<file path="src/rtl/hazard_pkg.sv">
// Shared types and constants for the hazard unit: per-stage register-usage
// record, forward-select encoding and the id-match helpers.
package hazard_pkg;

  localparam int REG_ID_W = 5;
  localparam int CNT_W    = 32;

  typedef struct packed {
    logic [REG_ID_W-1:0] dst;
    logic [REG_ID_W-1:0] rs;
    logic [REG_ID_W-1:0] rt;
    logic                reg_write;
    logic                mem_to_reg;
  } stage_info_t;

  localparam stage_info_t BUBBLE = '0;

  typedef enum logic [1:0] {
    FWD_REG = 2'b00,
    FWD_W   = 2'b01,
    FWD_M   = 2'b10
  } fwd_sel_e;

  // $0 is hard-wired, so it never counts as a dependency.
  function automatic logic id_hit(input logic [REG_ID_W-1:0] a,
                                  input logic [REG_ID_W-1:0] b);
    return (a == b) && (a != '0);
  endfunction

  function automatic fwd_sel_e fwd_sel(input logic [REG_ID_W-1:0] src,
                                       input stage_info_t m,
                                       input stage_info_t w);
    if (m.reg_write && id_hit(src, m.dst)) return FWD_M;
    if (w.reg_write && id_hit(src, w.dst)) return FWD_W;
    return FWD_REG;
  endfunction

endpackage

</file>
<file path="src/rtl/ctrl_bus_if.sv">
// Clock/reset bundle shared by the pipeline control blocks.
interface ctrl_bus_if;
  logic clk;
  logic rst_n;

  modport central (input clk, input rst_n);
endinterface

</file>
<file path="src/rtl/hazard_stage_reg.sv">
// One shadow pipeline stage: stage_info_t register with async clear and
// a synchronous bubble insert.
module hazard_stage_reg
  import hazard_pkg::*;
(
  input  logic        i_clk,
  input  logic        i_rst_n,
  input  logic        i_bubble,
  input  stage_info_t i_d,
  output stage_info_t o_q
);

  stage_info_t r_q;

  always_ff @(posedge i_clk or negedge i_rst_n) begin
    if (!i_rst_n)      r_q <= BUBBLE;
    else if (i_bubble) r_q <= BUBBLE;
    else               r_q <= i_d;
  end

  assign o_q = r_q;

endmodule

</file>
<file path="src/rtl/hazard_unit.sv">
// Hazard-resolution unit: forward selects and stall/flush from a private
// E/M/W shadow pipeline. Define HAZARD_PERF_EN for stall/flush counters.
module hazard_unit
  import hazard_pkg::*;
(
  ctrl_bus_if.central         ctrl_bus,
  input  logic [REG_ID_W-1:0] rs_D,
  input  logic [REG_ID_W-1:0] rt_D,
  input  logic [REG_ID_W-1:0] dst_D,
  input  logic                reg_write_D,
  input  logic                mem_to_reg_D,
  input  logic                branch_D,
  input  logic                pc_src_D,
  output logic                stall_F,
  output logic                stall_D,
  output logic                flush_D,
  output logic                flush_E,
  output logic                forwardA_D,
  output logic                forwardB_D,
  output logic [1:0]          forwardA_E,
  output logic [1:0]          forwardB_E,
  output logic [CNT_W-1:0]    stall_cnt,
  output logic [CNT_W-1:0]    flush_cnt
);

  stage_info_t w_d_info;
  stage_info_t w_e;
  stage_info_t w_m;
  stage_info_t w_w;
  logic        w_lw_stall;
  logic        w_br_stall;
  logic        w_stall;
  logic        w_unused;

  assign w_d_info = '{dst: dst_D, rs: rs_D, rt: rt_D,
                      reg_write: reg_write_D, mem_to_reg: mem_to_reg_D};

  hazard_stage_reg u_stage_e (
    .i_clk(ctrl_bus.clk), .i_rst_n(ctrl_bus.rst_n), .i_bubble(w_stall),
    .i_d(w_d_info), .o_q(w_e)
  );

  hazard_stage_reg u_stage_m (
    .i_clk(ctrl_bus.clk), .i_rst_n(ctrl_bus.rst_n), .i_bubble(1'b0),
    .i_d(w_e), .o_q(w_m)
  );

  hazard_stage_reg u_stage_w (
    .i_clk(ctrl_bus.clk), .i_rst_n(ctrl_bus.rst_n), .i_bubble(1'b0),
    .i_d(w_m), .o_q(w_w)
  );

  assign forwardA_E = fwd_sel(w_e.rs, w_m, w_w);
  assign forwardB_E = fwd_sel(w_e.rt, w_m, w_w);
  assign forwardA_D = w_m.reg_write && id_hit(rs_D, w_m.dst);
  assign forwardB_D = w_m.reg_write && id_hit(rt_D, w_m.dst);

  assign w_lw_stall = w_e.mem_to_reg && w_e.reg_write &&
                      (id_hit(rs_D, w_e.dst) || id_hit(rt_D, w_e.dst));
  // A branch compares in decode, so it must wait for an ALU result still in E
  // and for a load result still in M.
  assign w_br_stall = branch_D &&
                      ((w_e.reg_write && (id_hit(rs_D, w_e.dst) || id_hit(rt_D, w_e.dst))) ||
                       (w_m.mem_to_reg && (id_hit(rs_D, w_m.dst) || id_hit(rt_D, w_m.dst))));
  assign w_stall    = w_lw_stall || w_br_stall;

  assign stall_F = w_stall;
  assign stall_D = w_stall;
  assign flush_E = w_stall;
  // pc_src_D is built from stale operands while stalled, so stall wins.
  assign flush_D = pc_src_D && !w_stall;

  // Fields carried along only for symmetry of the shadow stages.
  assign w_unused = ^{w_m.rs, w_m.rt, w_w.rs, w_w.rt, w_w.mem_to_reg};

`ifdef HAZARD_PERF_EN
  logic [CNT_W-1:0] r_stall_cnt;
  logic [CNT_W-1:0] r_flush_cnt;

  always_ff @(posedge ctrl_bus.clk or negedge ctrl_bus.rst_n) begin
    if (!ctrl_bus.rst_n) begin
      r_stall_cnt <= '0;
      r_flush_cnt <= '0;
    end else begin
      if (w_stall && (r_stall_cnt != '1)) r_stall_cnt <= r_stall_cnt + CNT_W'(1);
      if (flush_D && (r_flush_cnt != '1)) r_flush_cnt <= r_flush_cnt + CNT_W'(1);
    end
  end

  assign stall_cnt = r_stall_cnt;
  assign flush_cnt = r_flush_cnt;
`else
  assign stall_cnt = '0;
  assign flush_cnt = '0;
`endif

endmodule

</file>
<file path="src/flat_wrapper.sv">
// flat-port wrapper written by rule: the top's interface ports become plain ports
module hazard_unit_flat import hazard_pkg::*;
  (rs_D, rt_D, dst_D, reg_write_D, mem_to_reg_D, branch_D, pc_src_D, stall_F, stall_D, flush_D, flush_E, forwardA_D, forwardB_D, forwardA_E, forwardB_E, stall_cnt, flush_cnt, ctrl_bus_clk, ctrl_bus_rst_n);
  ctrl_bus_if ctrl_bus_i ();
  input  logic [REG_ID_W-1:0] rs_D;
  input  logic [REG_ID_W-1:0] rt_D;
  input  logic [REG_ID_W-1:0] dst_D;
  input  logic reg_write_D;
  input  logic mem_to_reg_D;
  input  logic branch_D;
  input  logic pc_src_D;
  output logic stall_F;
  output logic stall_D;
  output logic flush_D;
  output logic flush_E;
  output logic forwardA_D;
  output logic forwardB_D;
  output logic [1:0] forwardA_E;
  output logic [1:0] forwardB_E;
  output logic [CNT_W-1:0] stall_cnt;
  output logic [CNT_W-1:0] flush_cnt;
  input wire logic [$bits(ctrl_bus_i.clk)-1:0] ctrl_bus_clk;
  input wire logic [$bits(ctrl_bus_i.rst_n)-1:0] ctrl_bus_rst_n;
  assign ctrl_bus_i.clk = ctrl_bus_clk;
  assign ctrl_bus_i.rst_n = ctrl_bus_rst_n;
  hazard_unit u_core (.ctrl_bus(ctrl_bus_i), .rs_D(rs_D), .rt_D(rt_D), .dst_D(dst_D), .reg_write_D(reg_write_D), .mem_to_reg_D(mem_to_reg_D), .branch_D(branch_D), .pc_src_D(pc_src_D), .stall_F(stall_F), .stall_D(stall_D), .flush_D(flush_D), .flush_E(flush_E), .forwardA_D(forwardA_D), .forwardB_D(forwardB_D), .forwardA_E(forwardA_E), .forwardB_E(forwardB_E), .stall_cnt(stall_cnt), .flush_cnt(flush_cnt));
endmodule
</file>
<file path="config.mk">
export PLATFORM = sky130hd
export DESIGN_NAME = hazard_unit_flat
export DESIGN_NICKNAME = d
export VERILOG_FILES = /design/src/rtl/hazard_pkg.sv /design/src/rtl/ctrl_bus_if.sv /design/src/rtl/hazard_stage_reg.sv /design/src/rtl/hazard_unit.sv /design/src/flat_wrapper.sv
export SDC_FILE = /design/constraint.sdc
export NUM_CORES = 1
export LEC_CHECK = 0
export ABC_CLOCK_PERIOD_IN_PS = 2470
export BUFFER_PORTS_ARGS = -buffer_cell sky130_fd_sc_hd__buf_2
export CAP_MARGIN = 5
export CORE_UTILIZATION = 33
export CTS_CLUSTER_SIZE = 12
export DETAILED_ROUTE_END_ITERATION = 6
export MAX_ROUTING_LAYER = met4
export PLACE_DENSITY_LB_ADDON = 0.12
export SETUP_SLACK_MARGIN = 0.15
export SKIP_CTS_REPAIR_TIMING = 1
export SYNTH_ARGS = -nofsm -noshare
export SYNTH_HDL_FRONTEND = slang
export SYNTH_HIERARCHICAL = 1
export SYNTH_SLANG_ARGS = --single-unit
</file>
<file path="constraint.sdc">
create_clock -name ctrl_bus_clk -period 2.47 [get_ports ctrl_bus_clk]
set_input_delay 0.1235 -clock ctrl_bus_clk [delete_from_list [all_inputs] [get_ports ctrl_bus_clk]]
set_output_delay 0.1235 -clock ctrl_bus_clk [all_outputs]
set_load 0.02 [all_outputs]
</file>
Word level (Yosys, flattened, before mapping)
Cells that the tools add are included.
{"block": "totals", "output_inout_bits": 74, "in_bits": 21, "elab_cells": 62, "reg_bits": 30}
{"block": "classes", "muxes": 15, "n_eq_ne": 8, "reduce_logical": 29}
{"operator": "$eq 5x5->1", "count": 8}
{"operator": "$logic_and 1x1->1", "count": 20}
{"operator": "$reduce_bool 5->1", "count": 4}
{"operator": "$mux 17", "count": 1}
{"operator": "$mux 2", "count": 8}
{"operator": "$mux 1", "count": 6}
{"operator": "$logic_or 1x1->1", "count": 4}
{"operator": "$logic_not 1->1", "count": 1}

Logic depth before layout (Yosys ltp)
Gate-level depths: netlist (run 1).
{"block": "depth", "word_depth": 9, "ltp_mapped": 7, "depth_no_buf": 6}

Hierarchy
Netlist (run 1), hierarchy kept.
{"mod": "hazard_stage_reg", "area_each_um2": 560.5, "seq_area_each_um2": 425.4, "cells_per_inst": 35, "instances": 3}
{"mod": "hazard_unit", "area_each_um2": 1097.3, "seq_area_each_um2": 0.0, "cells_per_inst": 141, "instances": 1}

Least setup slack after synthesis (run 1)
No wires, ideal clock.
{"block": "synth_path", "path_type": "register -> register", "start": "reg u_core.u_stage_e.r_q, in the netlist u_core/u_stage_e/o_q[16]", "end": "reg u_core.u_stage_e.r_q, in the netlist u_core/u_stage_e/o_q[0]", "path_stages_with_launch": 7, "setup_slack_ps": 153, "setup_ps": 120, "period_less_slack_ps": 2317, "n_path_buf": 0, "arrival_time_ps": 2197, "required_ps": 2350, "path_cell_list": "dfrtp_1 xnor2_1 nand3_1 nor4_1 a31oi_2 o21ai_0 and2b_2"}
{"block": "synth_via", "elab_chain_cells": 8, "word_cells_on_any_way": 11, "cone_classes": "eq/ne (2); mux (1); reduce/logical (8)"}
{"element": "start: declaration", "line": "hazard_stage_reg.sv:13", "rtl": "stage_info_t r_q;"}
{"element": "start signal: assignment", "line": "hazard_stage_reg.sv:18", "rtl": "else r_q <= i_d;"}
{"element": "$eq 5x5->1", "line": "hazard_pkg.sv:27", "rtl": "return (a == b) && (a != '0);"}
{"element": "$logic_and 1x1->1", "line": "hazard_pkg.sv:27"}
{"element": "$logic_or 1x1->1 (*)", "line": "hazard_unit.sv:59, hazard_unit.sv:63"}
{"element": "$logic_and 1x1->1", "line": "hazard_unit.sv:63", "rtl": "((w_e.reg_write && (id_hit(rs_D, w_e.dst) || id_hit(rt_D, w_e.dst))) ||"}
{"element": "$logic_or 1x1->1", "line": "hazard_unit.sv:63"}
{"element": "$logic_and 1x1->1", "line": "hazard_unit.sv:62", "rtl": "assign w_br_stall = branch_D &&"}
{"element": "$logic_or 1x1->1 (*)", "line": "hazard_unit.sv:65", "rtl": "assign w_stall = w_lw_stall || w_br_stall;"}
{"element": "via flush_E", "line": "flat_wrapper.sv:15", "rtl": "output logic flush_E;"}
{"element": "$mux 17 (*)", "line": "hazard_stage_reg.sv:17", "rtl": "else if (i_bubble) r_q <= BUBBLE;"}
The timed path passes the listed nets; every way through them passes the cells marked *.

Worst setup path after layout (run 1)
{"block": "layout_path", "start": "reg u_core.u_stage_m.r_q, in the netlist u_core/u_stage_m/o_q[15]", "end": "out stall_D"}
{"block": "layout_via", "elab_chain_cells": 7, "word_cells_on_any_way": 9, "cone_classes": "eq/ne (2); reduce/logical (7)"}
{"element": "start: declaration", "line": "hazard_stage_reg.sv:13"}
{"element": "start signal: assignment", "line": "hazard_stage_reg.sv:18"}
{"element": "$eq 5x5->1", "line": "hazard_pkg.sv:27"}
{"element": "$logic_and 1x1->1", "line": "hazard_pkg.sv:27"}
{"element": "$logic_or 1x1->1 (*)", "line": "hazard_unit.sv:64", "rtl": "(w_m.mem_to_reg && (id_hit(rs_D, w_m.dst) || id_hit(rt_D, w_m.dst))));"}
{"element": "$logic_and 1x1->1 (*)", "line": "hazard_unit.sv:64"}
{"element": "$logic_or 1x1->1 (*)", "line": "hazard_unit.sv:63"}
{"element": "$logic_and 1x1->1 (*)", "line": "hazard_unit.sv:62"}
{"element": "$logic_or 1x1->1 (*)", "line": "hazard_unit.sv:65"}
{"element": "end: declaration", "line": "flat_wrapper.sv:13", "rtl": "output logic stall_D;"}
Every way passes the cells marked *; elsewhere a longest branch is shown, timed or not.

==> results of run 1 <==
## layer usage
layer  up-vias  global-route usage, %  part of all wire (%)
li1        602                      -                     -
met1       557                  13.86                    45
met2        63                  19.26                    47
met3         8                  3.000                   5.0
met4         0                  6.842                   2.3
met5         -                      -                     0
## power by group
group          switching, uW  internal, uW
Sequential              41.8           522
Clock                    183           281
Combinational            158          86.6
Total                    384           889
## sequential cells by signal (all words and copies together) (netlist names)
register and count:
u_core/u_stage_e/o_q 17, u_core/u_stage_m/o_q 7, u_core/u_stage_w/o_q 6
## final timing paths
check / endpoint / cells past startpoint / slack, ps
worst max-delay path: stall_D / 7 / 360
worst min-delay path: u_core/u_stage_e/o_q[15]$_DFF_PN0_ / 2 / 60
worst max register to register: u_core/u_stage_e/o_q[2]$_DFF_PN0_ / 7 / 600
worst min register to register: u_core/u_stage_m/o_q[0]$_DFF_PN0_ / 1 / 500
max in group asynchronous: u_core/u_stage_w/o_q[16]$_DFF_PN0_ / 2 / 1620
min in group asynchronous: u_core/u_stage_e/o_q[14]$_DFF_PN0_ / 2 / 410
## layout make-up
class | instances | area share (%)
multi-input cells | 179 | 49.50
flip-flops and latches | 30 | 33.56
repair buffers | 33 | 7.830
clock buffers | 8 | 4.922
well taps | 75 | 4.195
## metrics by stage
step	cells	total power (uW)	instance area, sq um	hold WS, ps
2_1_floorplan	278	836.5	2387	-172.1
3_3_place_gp	316	820.6	2117	205.0
3_5_place_dp	316	818.9	2117	198.0
4_1_cts	324	1290	2227	-115.8
5_1_grt	325	1342	2237	57.43
6_report	325	1273	2237	55.84
==> flow_metrics.tcl, run 1 <==
set metrics [dict create \
    maxCapViolations 0 \
    grt_pass1_wl_um 5485 \
    path_buf_inv 2 \
    wl_per_cell_um 11.02 \
    clock-sinks 30 \
    port_buffers 30 \
    worst_pin_slew_ps 669.2 \
    grt_antenna_before_repair 0 \
    powerDensity_nw_per_um2 569.0 \
    insertedDiodeCount 0 \
    slew_headroom_pct 55.38 \
    first_global_vias 1093 \
    crit_fanout 10 \
    drtIter0Drc 42 \
    critPathArrivalTime_ps 1980 \
    ant_nets 0 \
    syn_avg_cell_area_sq_um 10.34 \
    fp.dieH_um 81.96 \
    fillers 634 \
    overflow 0 \
    end_kind "output port" \
    rsz0062_at_grt "false" \
    finalWeightedCongestion 0.7219 \
    first_pass_iters 4 \
    cts_buffers 5 \
    vdd_drop_max_mv 0.2893 \
    fin_crit_ps 2108 \
    fin_crit_sh_pct 85.33 \
    via_per_inst 3.785 \
    critical_path.max_stage_delay_ps 480 \
    drt_drc_violations_left 0 \
    ioPinCount 95 \
    hold_viol 0 \
    final.setup.worst_slack_ps 362.2 \
    drive_gt1_share_pct 26.40 \
    skew_ps 8.774 \
    timing.fmax_ghz 0.4744 \
    final_common_cell "conb_1" \
    cts.path.max_buffers 2 \
    cts-root-buf "clkbuf_8" \
    drv_slew 0 \
    vias 1230 \
    synth_warnings 6 \
    power.leakage_uw 0.001101 \
    seq_area_sq_um 750.7 \
    die-width_um 81.96 \
    synth_cells 204 \
    crit_chain "xor2_1 -> nor3_1 -> and4_1 -> o211ai_2 -> o21ai_1 -> buf_4 -> buf_2" \
    grt_start_max_net_pins 31 \
    dp_slack_ps 606.4 \
    cts_tree "built" \
    wirelength_um 3582 \
    syn_area_sq_um 2110 \
    hp-class "primary input to register" \
    fin_nets 270 \
    critPathLaunch "u_core/u_stage_m/o_q[15]$_DFF_PN0_" \
    dieArea_sq_um 6717 \
    num_rows 28 \
    critPathTopFamily "flip-flops" \
    dp_hpwl_um 2858 \
    grt_usage_pct 12.11 \
    status "completed" \
    htreeDepth 2 \
    cp_slowest_cell "dfrtp_1" \
    path_class "register to output port" \
    clock_latency_ps 290 \
    setup_violations 0 \
    cp-start-kind "register" \
    start_util_pct 35.01 \
    fin_util_pct 37.13 \
    path_clk_slew_ps 70 \
    core_sq_um 6026 \
    multi_input_area_sq_um 1107 \
    crit-reg2reg-launch "u_core/u_stage_m/o_q[15]$_DFF_PN0_" \
    mostFrequentLayoutCells "conb_1 (75), buf_2 (30), dfrtp_1 (30), xnor2_1 (24)" \
    setup_tns_ps 0 \
    area_growth_pct 6.050 \
    min-delay-start "dst_D[3]" \
    worstPathRequired_ps 2350 \
]
Note: power is estimated with default switching activity, not from simulation.
==> inputs of run 2 (changes only) <==
ABC_AREA = 1   (was default)
CORE_UTILIZATION = 45   (was 33)
==> flow_metrics.tcl, run 2 <==
set metrics [dict create \
    maxCapViolations 0 \
    clock_latency_ps 280 \
    wirelength_um 3957 \
    crit_chain "inv_2 -> nand2_1 -> nand2_1 -> nor2_2 -> nand3_2 -> nand2_1 -> nand2_1 -> nand2_2 -> buf_2" \
    dp.cells 395 \
    ant_nets 0 \
    vias 1589 \
    end_kind "output port" \
    core_sq_um 4817 \
    hold_viol 0 \
    crit-reg2reg-launch "u_core/u_stage_m/o_q[12]$_DFF_PN0_" \
    fp.dieH_um 73.28 \
    setup_violations 0 \
    path_buf_inv 2 \
    crit_fanout 21 \
    drt_drc_violations_left 0 \
    timing.fmax_ghz 0.4933 \
    holdPathEnd "u_core/u_stage_e/o_q[16]$_DFF_PN0_" \
    cp_slowest_cell "dfrtp_1" \
    synth_cells 307 \
    drtIter0Drc 81 \
    rsz0062_at_grt "false" \
    largest_reg_flops 17 \
    syn_avg_cell_area_sq_um 7.446 \
    hp-class "primary input to register" \
    powerDensity_nw_per_um2 543.7 \
    r2r_cells 9 \
    power.leakage_uw 0.001385 \
    critPathArrivalTime_ps 1900 \
    start_util_pct 47.45 \
    overflow 0 \
    area_growth_pct -0.4380 \
    critPathTopFamily "simple AND/OR/NAND/NOR gates" \
    cts-root-buf "clkbuf_8" \
    dieArea_sq_um 5369 \
    num_rows 25 \
    cts_buffers 5 \
    first_pass_iters 6 \
    fin_nets 357 \
    whs_path_depth 3 \
    dp_slack_ps 705.6 \
    grt_antenna_before_repair 0 \
    r2r_end "u_core/u_stage_e/o_q[8]$_DFF_PN0_" \
    cts_tree "built" \
    critical_path.max_stage_delay_ps 490 \
    status "completed" \
    worst_pin_slew_ps 683.0 \
    fin_crit_ps 2027 \
    grt_start_max_net_pins 31 \
    r2r_slack_ps 840 \
    port_buffers 30 \
    dp_hpwl_um 3133 \
    finalPower_uw 1237 \
    insertedDiodeCount 0 \
    vdd_drop_max_mv 0.3128 \
    syn_area_sq_um 2286 \
    fin_crit_sh_pct 82.07 \
    first_global_vias 1500 \
    final.setup.worst_slack_ps 442.9 \
    final_common_cell "conb_1" \
    layout.cells.non_filler 404 \
    worstPathRequired_ps 2350 \
    cts.path.max_buffers 2 \
    skew_ps 2.279 \
    setup_tns_ps 0 \
    synth_warnings 6 \
    cp-start-kind "register" \
    fillers 506 \
    grt_pass1_wl_um 6775 \
    via_per_inst 3.933 \
    grt_usage_pct 17.60 \
    mostFrequentLayoutCells "conb_1 (66), inv_1 (55), nor2_1 (50), nand2_1 (42)" \
    path_class "register to output port" \
    slew_headroom_pct 54.47 \
    finalWeightedCongestion 0.8223 \
    drv_slew 0 \
    drive_gt1_share_pct 13.65 \
    die-width_um 73.28 \
    wl_per_cell_um 9.795 \
    ioPinCount 95 \
    htreeDepth 2 \
    clock-sinks 30 \
    path_clk_slew_ps 60 \
    cpMostUsedCell "nand2_1" \
    min-delay-start "dst_D[4]" \
]
## run 2: worst max path at each step
stage	from	endpoint	slack, ps	depth (start not counted)
2_1_floorplan	u_core/u_stage_m/o_q[14]$_DFF_PN0_	u_core/u_stage_e/o_q[10]$_DFF_PN0_	970	10
3_3_place_gp	u_core/u_stage_m/o_q[12]$_DFF_PN0_	stall_F	750	9
3_5_place_dp	u_core/u_stage_m/o_q[12]$_DFF_PN0_	stall_F	710	9
4_1_cts	u_core/u_stage_m/o_q[12]$_DFF_PN0_	stall_F	410	9
5_1_grt	u_core/u_stage_m/o_q[16]$_DFF_PN0_	stall_F	260	9
6_report	u_core/u_stage_m/o_q[12]$_DFF_PN0_	stall_F	440	9
## run 2: worst register-to-register path, delay by kind of cell (launching register included)
family	cells	cell delay, ps
buffers and inverters	1	90
flip-flops	1	490
AND/OR/NAND/NOR	8	930
## run 2: power breakdown
group | leakage [uW] | switching, uW | internal, uW | total, uW
Clock | 0.0000482 | 187 | 224 | 412
Sequential | 0.000371 | 36.9 | 522 | 559
Combinational | 0.000966 | 191 | 75.1 | 267
Total | 0.00138 | 416 | 822 | 1240
## run 2: layout make-up
type,count,area (sq um),area share [%]
Multi-Input combinational cell,211,975.9,42.88
Sequential cell,30,750.7,32.99
Inverter,57,214.0,9.401
Timing Repair Buffer,31,160.2,7.037
Clock buffer,7,86.33,3.793
Tap cell,67,83.83,3.683
Clock inverter,1,5.005,0.2199
## run 2: per-layer routing
layer / global-route usage [%] / part of all wire (%) / wire (um) / vias up
li1: - / - / - / 824
met5: - / 0 / 0 / -
met1: 20.84 / 45 / 1786 / 711
met3: 4.115 / 3.8 / 151 / 4
met4: 4.575 / 0.88 / 35 / 0
met2: 30.04 / 50 / 1984 / 50
## run 2: per-stage QoR
stage	hold WS, ps	util [%]	instance area (sq um)
5_1_grt	27.85	47.25	2276
2_1_floorplan	-172.1	-	2530
6_report	33.33	47.25	2276
3_3_place_gp	209.4	45.14	2175
4_1_cts	-99.02	47.04	2266
3_5_place_dp	206.8	45.14	2175
